$ cat src/rtl/readout_sequencer.sv
// Reads nwords buffer words over the async read port and streams them MSB byte first
// on a valid/ready byte interface. Optional header (0xA5, nwords hi, nwords lo): READOUT_SEQUENCER_HEADER_EN.
module readout_sequencer #(
  parameter int DATBITS = 24,
  parameter int ADDBITS = 8
) (
  input  logic               clk,
  input  logic               rst,
  input  logic               start,
  input  logic [ADDBITS:0]   nwords,
  output logic               rd,
  output logic [ADDBITS-1:0] raddr,
  input  logic [DATBITS-1:0] rdata,
  output logic [7:0]         tx_data,
  output logic               tx_valid,
  input  logic               tx_ready,
  output logic               busy,
  output logic               done
);

  localparam int BYTES = DATBITS / 8;
  localparam logic [1:0] LAST_BYTE = 2'(BYTES - 1);

`ifdef READOUT_SEQUENCER_HEADER_EN
  typedef enum logic [2:0] {S_IDLE, S_HDR, S_LOAD, S_SEND, S_FIN} state_t;
`else
  typedef enum logic [2:0] {S_IDLE, S_LOAD, S_SEND, S_FIN} state_t;
`endif

  state_t             r_state, w_state_next;
  logic [DATBITS-1:0] r_shift, w_shift_next;
  logic [1:0]         r_idx, w_idx_next;
  logic [ADDBITS:0]   r_remaining, w_remaining_next;
  logic [ADDBITS-1:0] r_raddr, w_raddr_next;
  logic [7:0]         r_tx_data, w_tx_data_next;
  logic               r_rd, r_tx_valid, r_busy, r_done;
  logic               w_xfer;

`ifdef READOUT_SEQUENCER_HEADER_EN
  logic [15:0] w_nw16;
  assign w_nw16 = 16'(r_remaining);
`endif

  assign w_xfer = r_tx_valid & tx_ready;

  always_comb begin
    w_state_next     = r_state;
    w_shift_next     = r_shift;
    w_idx_next       = r_idx;
    w_remaining_next = r_remaining;
    w_raddr_next     = r_raddr;
    w_tx_data_next   = r_tx_data;
    case (r_state)
      S_IDLE: begin
        if (start) begin
          w_remaining_next = nwords;
          w_raddr_next     = '0;
`ifdef READOUT_SEQUENCER_HEADER_EN
          w_idx_next     = 2'd0;
          w_tx_data_next = 8'hA5;
          w_state_next   = S_HDR;
`else
          w_state_next = (nwords == '0) ? S_FIN : S_LOAD;
`endif
        end
      end
`ifdef READOUT_SEQUENCER_HEADER_EN
      S_HDR: begin
        if (w_xfer) begin
          if (r_idx == 2'd2) begin
            w_state_next = (r_remaining == '0) ? S_FIN : S_LOAD;
          end else begin
            w_idx_next     = r_idx + 2'd1;
            w_tx_data_next = (r_idx == 2'd0) ? w_nw16[15:8] : w_nw16[7:0];
          end
        end
      end
`endif
      S_LOAD: begin
        w_shift_next   = rdata;
        w_idx_next     = 2'd0;
        w_tx_data_next = rdata[DATBITS-1 -: 8];
        w_state_next   = S_SEND;
      end
      S_SEND: begin
        if (w_xfer) begin
          if (r_idx == LAST_BYTE) begin
            w_remaining_next = r_remaining - (ADDBITS+1)'(1);
            // raddr may roll to 0 after the last word; it is not read again
            w_raddr_next     = r_raddr + ADDBITS'(1);
            w_state_next     = (r_remaining == (ADDBITS+1)'(1)) ? S_FIN : S_LOAD;
          end else begin
            w_idx_next     = r_idx + 2'd1;
            w_shift_next   = r_shift << 8;
            w_tx_data_next = w_shift_next[DATBITS-1 -: 8];
          end
        end
      end
      S_FIN:   w_state_next = S_IDLE;
      default: w_state_next = S_IDLE;
    endcase
  end

  // Outputs are registered copies of what the next state implies.
  always_ff @(posedge clk) begin
    if (rst) begin
      r_state     <= S_IDLE;
      r_shift     <= '0;
      r_idx       <= '0;
      r_remaining <= '0;
      r_raddr     <= '0;
      r_tx_data   <= '0;
      r_rd        <= 1'b0;
      r_tx_valid  <= 1'b0;
      r_busy      <= 1'b0;
      r_done      <= 1'b0;
    end else begin
      r_state     <= w_state_next;
      r_shift     <= w_shift_next;
      r_idx       <= w_idx_next;
      r_remaining <= w_remaining_next;
      r_raddr     <= w_raddr_next;
      r_tx_data   <= w_tx_data_next;
      r_rd        <= (w_state_next == S_LOAD);
`ifdef READOUT_SEQUENCER_HEADER_EN
      r_tx_valid  <= (w_state_next == S_SEND) || (w_state_next == S_HDR);
`else
      r_tx_valid  <= (w_state_next == S_SEND);
`endif
      r_busy      <= (w_state_next != S_IDLE);
      r_done      <= (w_state_next == S_FIN);
    end
  end

  assign rd       = r_rd;
  assign raddr    = r_raddr;
  assign tx_data  = r_tx_data;
  assign tx_valid = r_tx_valid;
  assign busy     = r_busy;
  assign done     = r_done;

endmodule

$ cat config.mk
export PLATFORM = sky130hd
export DESIGN_NAME = readout_sequencer
export DESIGN_NICKNAME = d
export VERILOG_FILES = /design/src/rtl/readout_sequencer.sv
export SDC_FILE = /design/constraint.sdc
export NUM_CORES = 1
export LEC_CHECK = 0
export BUFFER_PORTS_ARGS = -buffer_cell sky130_fd_sc_hd__buf_2
export CAP_MARGIN = 30
export CORE_ASPECT_RATIO = 0.75
export CORE_UTILIZATION = 53
export DETAILED_ROUTE_END_ITERATION = 10
export GPL_ROUTABILITY_DRIVEN = 0
export PLACE_DENSITY = 0.81
export SLEW_MARGIN = 40
export SYNTH_ARGS = -nofsm -noshare
export SYNTH_HDL_FRONTEND = slang
export SYNTH_SLANG_ARGS = --single-unit
export TNS_END_PERCENT = 10
$ cat constraint.sdc
create_clock -name clk -period 2.1 [get_ports clk]
set_clock_uncertainty 0.1 [all_clocks]
set_input_delay 0 -clock clk [delete_from_list [all_inputs] [get_ports clk]]
set_output_delay 0 -clock clk [all_outputs]
set_load 0.01 [all_outputs]
=== After elaboration in Yosys (flattened, before gate mapping) ===
Cells that the tools add are included.
Widths: inputs -> output; s select.

* Equality and inequality tests: 11
* Reduce and logical (&&, ||, !) cells: 7
* Muxes and demuxes: 23
* Bitwise logic cells: 1
* Add/subtract/negate cells: 3

{| class="wikitable"
|+ Operators with widths
! cell !! count
|-
| $mux 8 || 5
|-
| $mux 16 || 2
|-
| $pmux 16 s2 || 1
|-
| $pmux 8 s2 || 2
|-
| $mux 9 || 3
|-
| $pmux 9 s2 || 1
|-
| $eq 3x2->1 const B || 3
|-
| $eq 9x1->1 const B || 1
|-
| $logic_not 9->1 || 1
|-
| $mux 3 || 3
|-
| $pmux 3 s3 || 1
|-
| $sub 9x1->9 const B || 1
|-
| $add 8x1->8 const B || 1
|-
| $mux 2 || 4
|-
| $ne 2x2->1 const B || 4
|-
| $eq 3x1->1 const B || 2
|-
| $pmux 2 s2 || 1
|-
| $reduce_and 4->1 || 1
|-
| $reduce_bool 2->1 || 2
|-
| $logic_not 3->1 || 1
|-
| $reduce_and 3->1 || 1
|-
| $reduce_bool 3->1 || 1
|-
| $add 2x1->2 const B || 1
|-
| $eq 2x2->1 const B || 1
|-
| $and 1x1->1 || 1
|}

* Input bits: 37
* Flip-flop bits (word level): 50

=== Longest topological paths before layout ===
Gate-level depths: netlist of the first run.

* Depth in word-level cells: 6
* Mapped depth: 7
* Depth with buffers taken out: 6

=== Least setup slack after synthesis of the first run ===
No wires, ideal clock.

* Path kind: register to register
* From: register r_remaining[0]
* To: register r_remaining[8]
* Arrival time: 1,673 ps
* Stages on the path, launching flop included: 7
* Path slack: 256 ps
* Setup time: 70 ps
* Path buffers: 0
* Required time: 1,930 ps
* Path through: dfxtp_1 -> inv_1 -> ha_1 -> or4b_2 -> nor4b_1 -> o21ai_0 -> a21oi_1

* Word-level cells in the longest chain between the ends: 4

{| class="wikitable"
|+ RTL lines
! item !! line !! text
|-
| start, declared || 33 || <nowiki>logic [ADDBITS:0] r_remaining, w_remaining_next;</nowiki>
|-
| start signal, assigned || 121 || <nowiki>r_remaining <= w_remaining_next;</nowiki>
|-
| $sub 9x1->9 || 88 || <nowiki>w_remaining_next = r_remaining - (ADDBITS+1)'(1);</nowiki>
|-
| $mux 9 || 87 || <nowiki>if (r_idx == LAST_BYTE) begin</nowiki>
|-
| $mux 9 || 86 || <nowiki>if (w_xfer) begin</nowiki>
|-
| $pmux 9 s2 || 53 || <nowiki>case (r_state)</nowiki>
|}

No other way between the ends. The select of a mux whose other input is x is not followed.
A chain may end at the register's enable or synchronous reset.

=== Worst setup path in the final report of the first run ===
* From: register r_remaining[0]
* To: register r_remaining[6]

The elaborated chain is that of the path after synthesis.

==> results.py, run 1 <==
metrics = {
    "detailed_routing": {
        "dr.first_iter.drc_count": 171,
        "drc": 0,
        "dr.pass1.iters": 4,
        "dr_total_vias": 2263,
        "final_antenna_net_count": 0,
        "drt-total-wl_mm": 5.76,
        "via_per_inst": 5.80,
        "wl_per_cell_um": 14.8,
    },
    "sta": {
        "slew_violations": 0,
        "setup_viol_count_final": 0,
        "maxSlewHeadroom": 0.584,
        "setup_tns_ns": 0,
        "worstMarginPinSlew_ns": 0.623,
        "fin_hold_ws_ns": 0.0112,
        "hold_viol": 0,
        "worst_slack_ns": 0.109,
        "period_needed_ns": 1.99,
        "rsz0062_at_grt": "no",
        "fmax_mhz": 502,
        "period_share": 0.948,
    },
    "place": {
        "portBuffers": 56,
        "dpl_cell_area_um2": 2690,
        "hpwl_mm": 3.81,
        "pre_cts_ws_ns": 0.131,
    },
    "global_route": {
        "grtUsageMet1": 0.386,
        "grt_max_degree": 35,
        "grt_antenna_before_repair": 0,
        "busiest_layer": "met2",
        "met3_usage": 0.0738,
        "grt_pass1_vias": 1999,
        "grt-ovfl-total": 0,
        "grt_use_total": 0.267,
        "met2_usage": 0.387,
        "grt_pass1_wl_mm": 9.41,
    },
    "cts": {
        "path_clk_slew_ns": 0.09,
        "cts_max_level": 2,
        "numCtsBuffers": 5,
        "ctsRootBufferMaster": "clkbuf_8",
        "clock_path_buffers": 2,
        "clock_latency_ns": 0.30,
        "cts_num_sinks": 50,
        "cts_setup_buffers": 0,
        "cts_tree": "yes",
    },
    "floorplanning": {
        "die_h_um": 59.3,
        "die_w_um": 78.4,
        "ios": 57,
        "rows": 20,
        "die_area_um2": 4650,
        "design.core.area_um2": 4130,
        "initial_core_util": 0.562,
    },
    "critical_path": {
        "ff2ff_setup_slack_ns": 0.11,
        "crit_fanout": 5,
        "reg2reg_to": "r_remaining[6]",
        "timing.critical_path.to": "r_remaining[6]",
        "critPathArrivalTime_ns": 2.06,
        "worstRegToRegCells": 6,
        "r2r-start": "r_remaining[0]",
        "crit_type": "register to register",
        "startpoint_type": "register",
        "crit_start": "r_remaining[0]",
        "end_kind": "register",
        "worstPathRequired_ns": 2.17,
    },
    "cells_and_area": {
        "final_cell_area_um2": 3060,
        "area_growth_pct": 32.0,
        "nNetsFinal": 376,
        "post-route-util": 0.741,
        "n_antenna_cell": 0,
        "drive_gt1_frac": 0.242,
    },
    "synth": {
        "syn_avg_cell_area_um2": 9.20,
        "synthArstFlopShare": 0,
        "syn_inst": 252,
        "synth_top_family_by_area": "compound AO/OA/AOI/OAI gates",
        "synth_top_area_share": 0.432,
        "yosys.area_share.simple": 0.145,
        "synth_cell_type_count": 46,
        "yosysTopAreaCell": "dfxtp_1",
        "synth_xor_area_frac": 0,
        "synth.cell_area_um2": 2320,
        "ys_seq_area_frac": 0.432,
        "synth_ff_type": "dfxtp_1",
        "synthTopCellsByArea": "dfxtp_1 (43%), a21oi_1 (8.4%), mux2i_1 (6.9%)",
        "synth_seq_cells": 50,
        "synth_warnings": 0,
        "synth_edf_count": 0,
        "synth-compound-area-share": 0.285,
        "synth_mux_area_frac": 0.0691,
        "syn_nets": 293,
        "yosys.area_share.adder": 0.0216,
    },
    "power_and_ir_drop": {
        "irDropWorstVdd_v": 0.000507,
        "p_leak_nw": 1.28,
        "power_density_nw_per_um2": 585,
    },
    "flow_run": {
        "cap_violations": 0,
    },
    "min_path": {
        "hold_path.class": "input port to register",
    },
    "run_status": {
        "outcome": "finished, final reports clean",
    },
}
==> power by group <==
part / internal, mW / leakage [nW] / switching (mW)
clock: 0.229 / 0.0373 / 0.309
combinational: 0.129 / 0.834 / 0.125
sequential: 0.974 / 0.406 / 0.0226
total: 1.33 / 1.28 / 0.457
==> how the worst min path moves through the flow <==
stage	from	depth (start not counted)	endpoint	slack [ns]
3_3_place_gp	rdata[7]	2	r_shift[7]	0.12
3_5_place_dp	rdata[3]	2	r_shift[3]	0.12
6_report	rdata[9]	3	r_shift[9]	0.01
2_1_floorplan	rdata[0]	1	r_shift[0]	0.03
5_1_grt	nwords[2]	4	r_remaining[2]	0.03
4_1_cts	rdata[8]	3	r_shift[8]	0.0002
==> cells in the final DEF (no fill, tap or decap), types with 6 or more instances in the layout <==
cell type,instances
buf_4,10
nand3_1,6
a22o_1,8
nor2_1,8
dlygate4sd3_1,27
buf_2,56
a311oi_1,16
dfxtp_1,50
a21oi_1,39
o21ai_0,13
inv_1,6
nand2_1,8
mux2i_1,16
==> registers in the layout, indices dropped and copies added (netlist names) <==
register,flops
tx_valid,1
rd,1
done,1
r_shift,16
r_state,3
r_remaining,9
r_idx,2
raddr,8
busy,1
tx_data,8
==> stage by stage <==
| step | power, mW | instances |
|---|---|---|
| after floorplan | 1.14 | 252 |
| after global placement | 1.22 | 356 |
| after detailed placement | 1.23 | 356 |
| after CTS | 1.79 | 390 |
| after global routing | 1.87 | 390 |
| final | 1.79 | 390 |
==> cell usage after synthesis (4+ instances only) <==
master / instances
inv_1: 6
clkbuf_1: 11
a22o_1: 8
ha_1: 4
nor3_1: 6
o21ai_0: 13
buf_2: 4
nand2_1: 8
nand3_1: 6
o31ai_1: 4
a311oi_1: 16
mux2i_1: 16
a21oi_1: 39
dfxtp_1: 50
nor2_1: 8
or4_1: 5
==> critical path: stages (launching register included) <==
cell,delay [ns]
dfxtp_1,0.36
inv_1,0.08
ha_1,0.22
or4b_2,0.67
o21a_1,0.20
o21ai_0,0.15
a21oi_1,0.08
==> layout make-up <==
type / instances / area [um2]
clock inverter: 1 / 7.51
timing repair buffer: 94 / 646
clock buffer: 6 / 72.6
multi-input combinational: 177 / 1240
inverter: 7 / 26.3
fill: 326 / 1070
sequential: 50 / 1000
tap: 55 / 68.8
==> layer usage <==
| layer | part of all wire | wire (um) |
|---|---|---|
| met5 | 0 | 0 |
| met4 | 0.012 | 67 |
| met2 | 0.44 | 2520 |
| met3 | 0.078 | 447 |
| met1 | 0.47 | 2720 |
==> logic make-up (layout without fill, tap and decap cells) <==
family	after synthesis	after routing
and+or+nand+nor	56	56
AOI/OAI and AO/OA	100	100
buffers and inverters	25	108
other	1	1
muxes	16	16
DFF	50	50
adders and majority gates	4	4
==> repair_timing <==
item	CTS	global route
hold buffers	27	0
endpoints found under the setup margin	0	2
resized for setup	0	2
hold endpoints to repair	27	0
Note: power is estimated with default switching activity, not from simulation.
==> run 2: changes to the inputs <==
--- a/config.mk
+++ b/config.mk
@@ -5,6 +5,7 @@
 export SDC_FILE = /design/constraint.sdc
 export NUM_CORES = 1
 export LEC_CHECK = 0
+export ABC_AREA = 1
 export BUFFER_PORTS_ARGS = -buffer_cell sky130_fd_sc_hd__buf_2
 export CAP_MARGIN = 30
 export CORE_ASPECT_RATIO = 0.75
==> results.py, run 2 <==
metrics = {
    "detailed_routing": {
        "dr.pass1.iters": 5,
        "dr.first_iter.drc_count": 190,
        "drc": 0,
        "via_per_inst": 5.09,
        "drt-total-wl_mm": 6.09,
        "final_antenna_net_count": 0,
        "wl_per_cell_um": 11.7,
        "dr_total_vias": 2635,
    },
    "synth": {
        "synth_xor_area_frac": 0,
        "synth_top_area_share": 0.402,
        "synth_warnings": 0,
        "synth-compound-area-share": 0.137,
        "yosysTopAreaCell": "dfxtp_1",
        "syn_nets": 420,
        "yosys.area_share.simple": 0.352,
        "synth.cell_area_um2": 2490,
        "synth_edf_count": 0,
        "synth_mux_area_frac": 0,
        "synthTopCellsByCount": "nand2_1 (114), nor2_1 (71), dfxtp_1 (50)",
        "yosys.area_share.adder": 0.0201,
        "yosysMostFrequentCell": "nand2_1",
        "ys_seq_area_frac": 0.402,
        "synth_cell_type_count": 28,
        "synth_seq_cells": 50,
        "synth_top_family_by_area": "simple AND/OR/NAND/NOR gates",
        "synth_ff_type": "dfxtp_1",
        "synthTopCellsByArea": "dfxtp_1 (40%), nand2_1 (17%), nor2_1 (11%)",
        "syn_avg_cell_area_um2": 6.57,
        "syn_inst": 379,
        "synthArstFlopShare": 0,
    },
    "cts": {
        "clock_path_buffers": 2,
        "cts_max_level": 2,
        "numCtsBuffers": 5,
        "cts_setup_buffers": 0,
        "ctsRootBufferMaster": "clkbuf_8",
        "path_clk_slew_ns": 0.09,
        "cts_tree": "yes",
        "clock_latency_ns": 0.31,
        "cts_num_sinks": 50,
    },
    "cells_and_area": {
        "n_antenna_cell": 0,
        "largest_reg_flops": 16,
        "top_register": "r_shift",
        "area_growth_pct": 26.9,
        "drive_gt1_frac": 0.171,
        "layout_commonest_cell": "nand2_1",
        "multi_input_area_um2": 1270,
        "nNetsFinal": 501,
        "post-route-util": 0.703,
        "top_regs": "r_shift: 16 flops, r_remaining: 9 flops",
        "final_cell_mix": "nand2_1 (114), nor2_1 (71), buf_2 (56)",
        "fillers": 385,
        "ff_latch_area_um2": 1000,
    },
    "sta": {
        "hold_viol": 2,
        "maxSlewHeadroom": 0.592,
        "period_share": 0.823,
        "setup_tns_ns": 0,
        "worstMarginPinSlew_ns": 0.611,
        "worst_slack_ns": 0.371,
        "rsz0062_at_grt": "no",
        "fin_hold_ws_ns": -0.000865,
        "period_needed_ns": 1.73,
        "fmax_mhz": 578,
        "slew_violations": 0,
        "setup_viol_count_final": 0,
    },
    "power_and_ir_drop": {
        "p_leak_nw": 1.47,
        "p_sw_frac": 0.277,
        "irDropWorstVdd_v": 0.000347,
        "p_clk_frac": 0.306,
        "netSwitchingPower_mw": 0.516,
        "power_density_nw_per_um2": 591,
        "seqPwrFrac": 0.539,
        "power.share.combinational": 0.155,
        "p_int_mw": 1.35,
    },
    "floorplanning": {
        "die_h_um": 61.3,
        "design.core.area_um2": 4490,
        "initial_core_util": 0.554,
        "rows": 21,
        "ios": 57,
        "die_w_um": 81.1,
        "die_area_um2": 4980,
    },
    "critical_path": {
        "end_kind": "register",
        "crit_fanout": 17,
        "crit_type": "register to register",
        "critPathArrivalTime_ns": 1.88,
        "startpoint_type": "register",
        "worstPathRequired_ns": 2.25,
    },
    "run_status": {
        "outcome": "finished with violations",
        "violations": "hold timing",
    },
    "min_path": {
        "hold_path.class": "input port to register",
    },
    "global_route": {
        "grt_pass1_wl_mm": 9.98,
        "grt_use_total": 0.268,
        "grt_pass1_vias": 2273,
        "grt_max_degree": 28,
        "grt_antenna_before_repair": 0,
        "grt-ovfl-total": 0,
    },
    "place": {
        "portBuffers": 56,
        "pre_cts_ws_ns": 0.410,
        "hpwl_mm": 4.07,
    },
    "flow_run": {
        "cap_violations": 0,
    },
}
[run 2: cell type report]
type                            count  share of cell area
Clock buffer                        5              0.0218
Clock inverter                      3             0.00674
Inverter                           29              0.0361
Multi-Input combinational cell    284               0.403
Sequential cell                    50               0.317
Tap cell                           57              0.0226
Timing Repair Buffer               90               0.193
[run 2: cells by family after synthesis]
family	count (synthesis)
AND/OR/NAND/NOR	215
AO/OA/AOI/OAI	64
flip-flops	50
buffers and inverters	45
adder cells (fa/ha/maj)	4
other	1
[run 2: repair_timing]
item / 4_1_cts / 5_1_grt
hold endpoints to repair: 30 / 0
hold buffers: 30 / 0
resized for setup: 0 / 0
[run 2: metrics by stage]
stage	instances	total power, mW	instance area [um2]
6_report	518	1.87	3160
3_5_place_dp	480	1.27	2770
3_3_place_gp	480	1.26	2770
2_1_floorplan	379	1.19	2490
4_1_cts	518	1.87	3160
5_1_grt	518	1.95	3160
[run 2: power groups by stage]
| stage | Clock (mW) | Combinational, mW | Sequential, mW |
|---|---|---|---|
| after floorplan | 0 | 0.159 | 1.03 |
| after global placement | 0 | 0.236 | 1.03 |
| after detailed placement | 0 | 0.242 | 1.03 |
| after CTS | 0.579 | 0.285 | 1.01 |
| after global routing | 0.613 | 0.328 | 1.01 |
| final | 0.571 | 0.289 | 1.01 |
[run 2: path summary, 6_finish.rpt]
check	start	to	slack, ns	cells after the start
max	r_idx[0]	raddr[7]	0.37	6
min	nwords[0]	r_remaining[0]	-0.0009	5
max reg2reg	r_idx[0]	raddr[7]	0.37	6
min reg2reg	r_shift[3]	r_shift[3]	0.37	2
[run 2: worst max-delay path, stage by stage (launching register included)]
cell and delay (ns):
dfxtp_1 0.32, inv_1 0.07, ha_1 0.19, nand3_1 0.18, o21ai_4 0.45, nand4_1 0.20, a21oi_1 0.16
[run 2: layer usage]
| metal | up-vias | GRT usage | routed length, um |
|---|---|---|---|
| met2 | 93 | 0.436 | 2690 |
| met5 | - | 0 | 0 |
| li1 | 1356 | - | - |
| met1 | 1176 | 0.356 | 2880 |
| met4 | 0 | 0.112 | 126 |
| met3 | 10 | 0.0459 | 392 |
==> run 3: changes to the inputs <==
--- a/config.mk
+++ b/config.mk
@@ -5,7 +5,7 @@
 export SDC_FILE = /design/constraint.sdc
 export NUM_CORES = 1
 export LEC_CHECK = 0
-export ABC_AREA = 1
+export ABC_AREA = 0
 export BUFFER_PORTS_ARGS = -buffer_cell sky130_fd_sc_hd__buf_2
 export CAP_MARGIN = 30
 export CORE_ASPECT_RATIO = 0.75
==> constraint.sdc (replaced) <==
create_clock -name clk -period 1.6 [get_ports clk]
set_clock_uncertainty 0.1 [all_clocks]
set_input_delay 0 -clock clk [delete_from_list [all_inputs] [get_ports clk]]
set_output_delay 0 -clock clk [all_outputs]
set_load 0.01 [all_outputs]
==> results.py, run 3 (same netlist as run 1, synthesis figures left out) <==
metrics = {
    "cts": {
        "numCtsBuffers": 5,
        "path_clk_slew_ns": 0.09,
        "clock_path_buffers": 2,
        "clock_latency_ns": 0.31,
        "cts_num_sinks": 50,
        "ctsRootBufferMaster": "clkbuf_8",
        "cts_tree": "yes",
        "cts_max_level": 2,
    },
    "critical_path": {
        "crit_start": "r_idx[1]",
        "timing.critical_path.to": "r_remaining[3]",
        "worstRegToRegCells": 7,
        "reg2reg_to": "r_remaining[3]",
        "slowest_delay_ns": 0.42,
        "end_kind": "register",
        "slowest_stage": "dfxtp_1",
        "r2r-start": "r_idx[1]",
        "startpoint_type": "register",
        "crit_fanout": 3,
        "critPathArrivalTime_ns": 2.03,
        "ff2ff_setup_slack_ns": -0.30,
        "crit_path_cell_trace": "ha_4 -> buf_6 -> nand3_2 -> buf_4 -> nor4b_2 -> o21ai_1 -> a21oi_1",
        "worstPathRequired_ns": 1.73,
        "crit_type": "register to register",
    },
    "cells_and_area": {
        "n_antenna_cell": 0,
        "largest_reg_flops": 16,
        "final_cell_mix": "buf_2 (56), dfxtp_1 (43), buf_4 (39)",
        "layout_commonest_cell": "buf_2",
        "final_cells": 436,
        "area_growth_pct": 61.4,
        "top_regs": "r_shift: 16 flops, r_remaining: 9 flops",
        "drive_gt1_frac": 0.454,
        "nNetsFinal": 421,
        "top_register": "r_shift",
        "final_cell_area_um2": 3740,
    },
    "sta": {
        "hold_viol": 0,
        "period_needed_ns": 1.90,
        "fmax_mhz": 526,
        "worst_slack_ns": -0.302,
        "period_share": 1.19,
        "rsz0062_at_grt": "yes",
        "worstMarginPinSlew_ns": 0.508,
        "setup_viol_count_final": 47,
        "slew_violations": 0,
        "maxSlewHeadroom": 0.660,
    },
    "global_route": {
        "grt-ovfl-total": 0,
        "grt_max_degree": 34,
        "grt_pass1_vias": 2641,
        "grt_antenna_before_repair": 0,
        "grt_use_total": 0.402,
        "grt_pass1_wl_mm": 13.9,
    },
    "run_status": {
        "violations": "setup timing",
        "outcome": "finished with violations",
    },
    "floorplanning": {
        "design.core.area_um2": 4130,
        "die_w_um": 78.4,
        "ios": 57,
        "die_area_um2": 4650,
        "initial_core_util": 0.562,
        "die_h_um": 59.3,
        "rows": 20,
    },
    "detailed_routing": {
        "via_per_inst": 6.84,
        "drt-total-wl_mm": 10.8,
        "dr_total_vias": 2982,
        "dr.first_iter.drc_count": 509,
        "drc": 0,
        "final_antenna_net_count": 0,
        "dr.pass1.iters": 6,
        "wl_per_cell_um": 24.8,
    },
    "power_and_ir_drop": {
        "irDropWorstVdd_v": 0.000750,
        "p_leak_nw": 1.59,
        "power_density_nw_per_um2": 723,
        "p_total_mw": 2.70,
    },
    "min_path": {
        "hold_path.class": "input port to register",
        "hold_depth": 4,
    },
    "flow_run": {
        "cap_violations": 0,
    },
    "place": {
        "portBuffers": 56,
        "hpwl_mm": 4.42,
        "dpl_cell_area_um2": 2940,
        "post-place-cells": 386,
    },
}
run 3: cell types whose count changed in the layout (fill, tap and decap cells not counted), sizes merged, moves of 5 or more:
cell	change
o21ai	-22
or4	+5
o31ai	+5
nand2	-109
nand3	-10
mux2i	+16
nor3	+5
nor2	-65
a21oi	+14
a22o	+8
buf	+49
a311oi	+16
inv	-23
run 3: worst max-delay path: cells and delay by family (launching register included):
family	cells	cell delay, ns
compound gates	2	0.41
fa+ha+maj	1	0.18
buf+inv	2	0.31
flops	1	0.42
simple gates	2	0.40
run 3: layout make-up:
class	instances	area [um2]
multi-input cells	178	1470
repair buffers	138	1060
flip-flops and latches	50	1010
fillers	160	388
clock buffers	7	76.3
well taps	55	68.8
clock inverters	1	30.0
inverters	7	26.3
run 3: per-layer routing:
| layer | vias up | share of wire | track usage |
|---|---|---|---|
| li1 | 1225 | - | - |
| met1 | 1386 | 0.38 | 0.536 |
| met2 | 293 | 0.43 | 0.643 |
| met3 | 78 | 0.12 | 0.0831 |
| met4 | 0 | 0.059 | 0.164 |
| met5 | - | 0 | 0.0222 |
run 3: per-stage QoR:
stage | setup slack (ns) | hold WS [ns] | TNS, ns | util
floorplan | -0.0497 | 0.0329 | -0.707 | -
global placement | -0.159 | 0.118 | -4.72 | 0.713
detailed placement | -0.286 | 0.122 | -7.95 | 0.713
CTS | -0.120 | 0.000254 | -1.96 | 0.862
global route | -0.330 | 0.0483 | -9.25 | 0.906
finish | -0.302 | 0.0236 | -7.32 | 0.906
run 3: repair_timing:
item	4_1_cts	5_1_grt
endpoints found under the hold margin	29	0
endpoints found under the setup margin	48	48
hold buffers	28	0
gates cloned	4	1
pin swaps	29	16
resized for setup	45	30
setup buffers	5	5
run 3: how the worst min path moves through the flow:
stage,start,end
global route,nwords[4],r_remaining[4]
global placement,rdata[4],r_shift[4]
detailed placement,rdata[3],r_shift[3]
floorplan,rdata[0],r_shift[0]
finish,nwords[2],r_remaining[2]
CTS,rdata[14],r_shift[14]
run 3: power breakdown:
group / internal [mW] / leakage, nW / switching [mW] / total, mW
sequential: 1.28 / 0.409 / 0.0327 / 1.31
combinational: 0.243 / 1.12 / 0.265 / 0.507
clock: 0.468 / 0.0524 / 0.415 / 0.883
